==> config.mk <==
export PLATFORM = sky130hd
export DESIGN_NAME = sdiv_16x8
export DESIGN_NICKNAME = d
export VERILOG_FILES = /design/src/rtl/sdiv_16x8.sv
export SDC_FILE = /design/constraint.sdc
export NUM_CORES = 1
export LEC_CHECK = 0
export ABC_CLOCK_PERIOD_IN_PS = 1900
export CORE_UTILIZATION = 40
export DETAILED_ROUTE_END_ITERATION = 10
export REMOVE_ABC_BUFFERS = 1
export SLEW_MARGIN = 20
export SYNTH_ARGS = -nofsm -noshare
export SYNTH_HDL_FRONTEND = slang
export SYNTH_SLANG_ARGS = --single-unit
==> constraint.sdc <==
create_clock -name clk_i -period 1.9 [get_ports clk_i]
set_input_delay 0.475 -clock clk_i [delete_from_list [all_inputs] [get_ports clk_i]]
set_output_delay 0.475 -clock clk_i [all_outputs]
set_load 0.02 [all_outputs]
==> src/rtl/sdiv_16x8.sv <==
// Sequential signed divider: restoring shift-subtract core, one quotient bit per cycle.
// Accepts a PWL-bit dividend and an MWL-bit divisor. Quotient truncates toward zero and saturates on overflow.
module sdiv_16x8 #(
  parameter int PWL = 16,
  parameter int MWL = 8
) (
  input  logic           clk_i,
  input  logic           rst_i,
  input  logic           in_valid_i,
  output logic           in_ready_o,
  input  logic [PWL-1:0] dividend_i,
  input  logic [MWL-1:0] divisor_i,
  output logic           out_valid_o,
  input  logic           out_ready_i,
  output logic [MWL-1:0] quotient_o,
  output logic [MWL-1:0] remainder_o,
  output logic           ovf_o,
  output logic           div_zero_o
);
  localparam int CW = $clog2(PWL);
  localparam logic [PWL-1:0] QPOS = PWL'((1 << (MWL-1)) - 1);
  localparam logic [PWL-1:0] QNEG = PWL'(1 << (MWL-1));

  typedef enum logic [1:0] {IDLE, CALC, FIX, DONE} state_t;
  state_t state_q, state_d;

  // The dividend magnitude shifts out MSB-first while quotient bits shift in at the LSB.
  logic [PWL-1:0] dvd_q;
  logic [MWL-1:0] dvs_q, rem_q, quo_q, rmd_q;
  logic [CW-1:0]  cnt_q;
  logic           sd_q, sv_q, ovf_q, dz_q;

  logic [MWL:0]   shifted;
  logic           ge;
  logic [MWL-1:0] rem_d, quo_d;
  logic           qneg, ovf_d;

  always_ff @(posedge clk_i) begin
    if (rst_i) state_q <= IDLE;
    else       state_q <= state_d;
  end

  always_comb begin
    state_d = state_q;
    case (state_q)
      IDLE: if (in_valid_i) state_d = (divisor_i == '0) ? DONE : CALC;
      CALC: if (cnt_q == '0) state_d = FIX;
      FIX:  state_d = DONE;
      DONE: if (out_ready_i) state_d = IDLE;
      default: state_d = IDLE;
    endcase
  end

  always_comb begin
    in_ready_o  = (state_q == IDLE);
    out_valid_o = (state_q == DONE);
  end

  always_comb begin
    shifted = {rem_q, dvd_q[PWL-1]};
    ge      = (shifted >= {1'b0, dvs_q});
    rem_d   = ge ? MWL'(shifted - {1'b0, dvs_q}) : shifted[MWL-1:0];
    qneg    = sd_q ^ sv_q;
    ovf_d   = qneg ? (dvd_q > QNEG) : (dvd_q > QPOS);
    if (ovf_d) quo_d = qneg ? {1'b1, {(MWL-1){1'b0}}} : {1'b0, {(MWL-1){1'b1}}};
    else       quo_d = qneg ? -dvd_q[MWL-1:0] : dvd_q[MWL-1:0];
  end

  always_ff @(posedge clk_i) begin
    if (rst_i) begin
      dvd_q <= '0; dvs_q <= '0; rem_q <= '0; cnt_q <= '0;
      sd_q  <= 1'b0; sv_q <= 1'b0;
      quo_q <= '0; rmd_q <= '0; ovf_q <= 1'b0; dz_q <= 1'b0;
    end else begin
      case (state_q)
        IDLE: if (in_valid_i) begin
          dvd_q <= dividend_i[PWL-1] ? -dividend_i : dividend_i;
          dvs_q <= divisor_i[MWL-1] ? -divisor_i : divisor_i;
          sd_q  <= dividend_i[PWL-1];
          sv_q  <= divisor_i[MWL-1];
          cnt_q <= CW'(PWL-1);
          rem_q <= '0;
          dz_q  <= (divisor_i == '0);
          if (divisor_i == '0) begin
            quo_q <= '0; rmd_q <= '0; ovf_q <= 1'b0;
          end
        end
        CALC: begin
          rem_q <= rem_d;
          dvd_q <= {dvd_q[PWL-2:0], ge};
          cnt_q <= cnt_q - 1'b1;
        end
        FIX: begin
          ovf_q <= ovf_d;
          quo_q <= quo_d;
          rmd_q <= sd_q ? -rem_q : rem_q;
        end
        default: ;
      endcase
    end
  end

  assign quotient_o  = quo_q;
  assign remainder_o = rmd_q;
  assign ovf_o       = ovf_q;
  assign div_zero_o  = dz_q;
endmodule

==> flow_summary.yaml <==
outcome:
  status: "complete, but fails checks"
  violations: "setup timing"
routing:
  drc_errors: 0
  wl_per_cell_um: 14.32
  vias: 3898
  first_iter_violations: 161
  via_per_inst: 5.429
  ant_nets: 0
  drtPass1Iterations: 5
  wirelength_um: 10280
global_routing:
  met2_usage_pct: 36.15
  antenna_found_initial: 0
  grt_start_max_net_pins: 44
  met3_usage_pct: 4.184
  track_usage_pct: 21.87
  grt_pass1_wl_um: 17220
  met1_usage_pct: 28.50
  gr-total-overflow: 0
  gr-max-usage-layer: "met2"
  first_global_vias: 3662
synth:
  synth_edf_count: 0
  synth_area_per_cell_um2: 7.968
  synth_area_um2: 3745
  synth_area_leaders: "dfxtp_1 31%, ha_1 5.7%, nand2_1 4.8%"
  synth_seq_area_share_pct: 31.01
  synth_flop_cell: "dfxtp_1"
  async_reset_ff_share_pct: 0
  syn_inst: 470
  synth_top_cell_by_area: "dfxtp_1"
  synth_seq_cells: 58
  yosysMostFrequentCell: "dfxtp_1"
  synthTopCellsByCount: "58 x dfxtp_1, 48 x nand2_1, 44 x nor2_1"
  netlist.area_leader.share_pct: 31.01
  yosys_warnings: 0
  synth_cell_types: 64
timing:
  min_period_ns: 1.950
  report.final.slew_viol_count: 0
  tightest_slew_ns: 0.7163
  holdWs_ns: 0.4569
  rsz0062_at_grt: "true"
  fin_worst_skew_ns: 0.009505
  timing.final.hold_violations: 0
  maxSlewHeadroom_pct: 51.91
  fin_ws_ns: -0.04960
  clock.fmax_mhz: 512.9
  finalCritPeriodShare_pct: 102.6
  finalSetupViolCount: 1
cts:
  clk-insertion-delay-late_ns: 0.34
  root_buffer: "clkbuf_8"
  htree_levels: 3
  clk_pin_slew_ns: 0.06
  cts_buffers: 9
  cts_tree: "done"
  ctsHoldBuffers: 0
  cts_buffer_depth: 2
  clkSinkCount: 58
final_layout:
  diodes: 0
  fin_cells: 718
  area_growth_pct: 45.01
  drive_above_1_share_pct: 27.70
  finalNetCount: 652
pwr:
  p_total_mw: 7.677
  vdd_drop_max_mv: 0.9030
  p_leak_nw: 2.202
  cellPowerDensity_nw_per_um2: 1414
floorplanning:
  start_util_pct: 42.12
  fp.dieH_um: 98.76
  rows: 34
  die_w_um: 98.76
  coreArea_um2: 8891
  io-pin-count: 48
  die_area_um2: 9753
run:
  maxCapViolCount: 0
place:
  port_buffers: 47
  dpl_worst_slack_ns: -0.4228
  gp_congestion: 0.8873
  placed_cells: 695
  dp_hpwl_um: 7760
setup_path:
  crit_buf_inv: 2
  worst-path-max-fanout: 2
  arrival_ns: 2.22
  reg2reg_setup_slack_ns: -0.05
  rr_endpoint: "rem_q[6]"
  crit_path_top_delay_cell: "fa_2"
  crit_path_start_kind: "flip-flop"
  cpPeakStageDelay_ns: 0.34
  critPathTopFamily: "compound AO/OA/AOI/OAI gates"
  required_ns: 2.17
  reg2reg_depth: 9
  r2r-start: "dvd_q[15]"
  cp-end-kind: "flip-flop"
  path_cells: "inv_2 -> ha_4 -> inv_2 -> fa_2 -> a211o_1 -> a2111oi_4 -> nand4b_1 -> o211ai_1 -> o211ai_1"
  critPathKind: "reg2reg"
worst_hold_path:
  hp-start: "rst_i"
  min_path_type: "in2reg"
  hold_path_depth: 2
  whs_endpoint: "remainder_o[0]"
routing by layer:
| metal | vias to the layer above | share of wire [%] |
|---|---|---|
| met2 | 80 | 47 |
| met3 | 18 | 4.0 |
| met1 | 1809 | 47 |
| li1 | 1991 | - |
| met4 | 0 | 1.5 |
| met5 | - | 0 |
worst max path at each step:
stage               slack [ns]     startpoint  cells past startpoint            end
finish                   -0.05      dvd_q[15]                      9       rem_q[6]
floorplan                -0.74     state_q[0]                      7  quotient_o[4]
detailed placement       -0.42   divisor_i[5]                      7  quotient_o[4]
CTS                      -0.07      dvd_q[15]                      9       rem_q[6]
global route             -0.16      dvd_q[15]                      9       rem_q[6]
global placement         -0.37  dividend_i[4]                      6      dvd_q[13]
state kept, by name (all words and copies together), names as in the netlist:
name,flops
cnt_q,4
div_zero_o,1
dvd_q,16
dvs_q,8
ovf_o,1
quotient_o,8
rem_q,8
remainder_o,8
sd_q,1
state_q,2
sv_q,1
worst reg2reg max path: stages (launching register included):
cell and delay, ns:
dfxtp_2 0.32, inv_2 0.08, ha_4 0.14, inv_2 0.03
fa_2 0.34, a211o_1 0.33, a2111oi_4 0.29, nand4b_1 0.16
o211ai_1 0.09, o211ai_1 0.09
cell families after synthesis:
logic type      Yosys count  share of synthesized area (%)
compound gates          144                          26.63
xor+xnor                 25                          5.847
fa+ha+maj                18                          6.214
buf+inv                  51                          5.346
flops                    58                          31.01
mux                       4                          1.103
simple gates            170                          23.86
per-stage QoR:
step | utilization [%] | TNS (ns) | cell area, um^2
5_1_grt | 61.08 | -0.3197 | 5430
3_5_place_dp | 55.84 | -10.42 | 4965
3_3_place_gp | 55.84 | -8.836 | 4965
4_1_cts | 58.56 | -0.2483 | 5206
2_1_floorplan | - | -12.79 | 3646
6_report | 61.08 | -0.04960 | 5430
cell type report:
type                    count  area (um^2)
clock buffers              13        178.9
clock inverters             2        10.01
fillers                   813         3461
inverters                  27        101.3
multi-input cells         361         2592
flip-flops and latches     58         1165
well taps                 108        135.1
repair buffers            149         1247
cells in the final DEF, fill, tap and decap left out, types with 4 or more instances in the layout:
master           count
dfxtp_1             55
o31ai_1              7
clkdlybuf4s50_1     37
a21oi_1             33
nor2b_1              4
o22ai_1              5
nand3_1              8
and3_1               4
dlygate4sd2_1        6
o21ai_0             18
ha_4                 4
clkbuf_8            13
a21o_1               4
buf_4              100
nor2_1              43
xor2_1              13
a22oi_1              8
ha_1                10
o211ai_1            15
nand2b_1             8
xnor2_1             12
inv_2                4
nand3b_1            10
inv_1               23
a211oi_1            13
nand2_1             47
nor3_1               9
o21ai_2              4
report_power, final:
group | switching (mW) | internal [mW]
registers | 0.236 | 1.49
clock network | 0.469 | 0.604
logic | 2.47 | 2.40
total | 3.18 | 4.50
what timing repair did:
item                                    in CTS  in global routing
endpoints found under the setup margin      14                 22
buffers inserted                             1                  7
endpoints found under the hold margin        0                  0
pin swaps                                    6                 19
resized for setup                           24                 37
(Power assumes the default switching activity.)
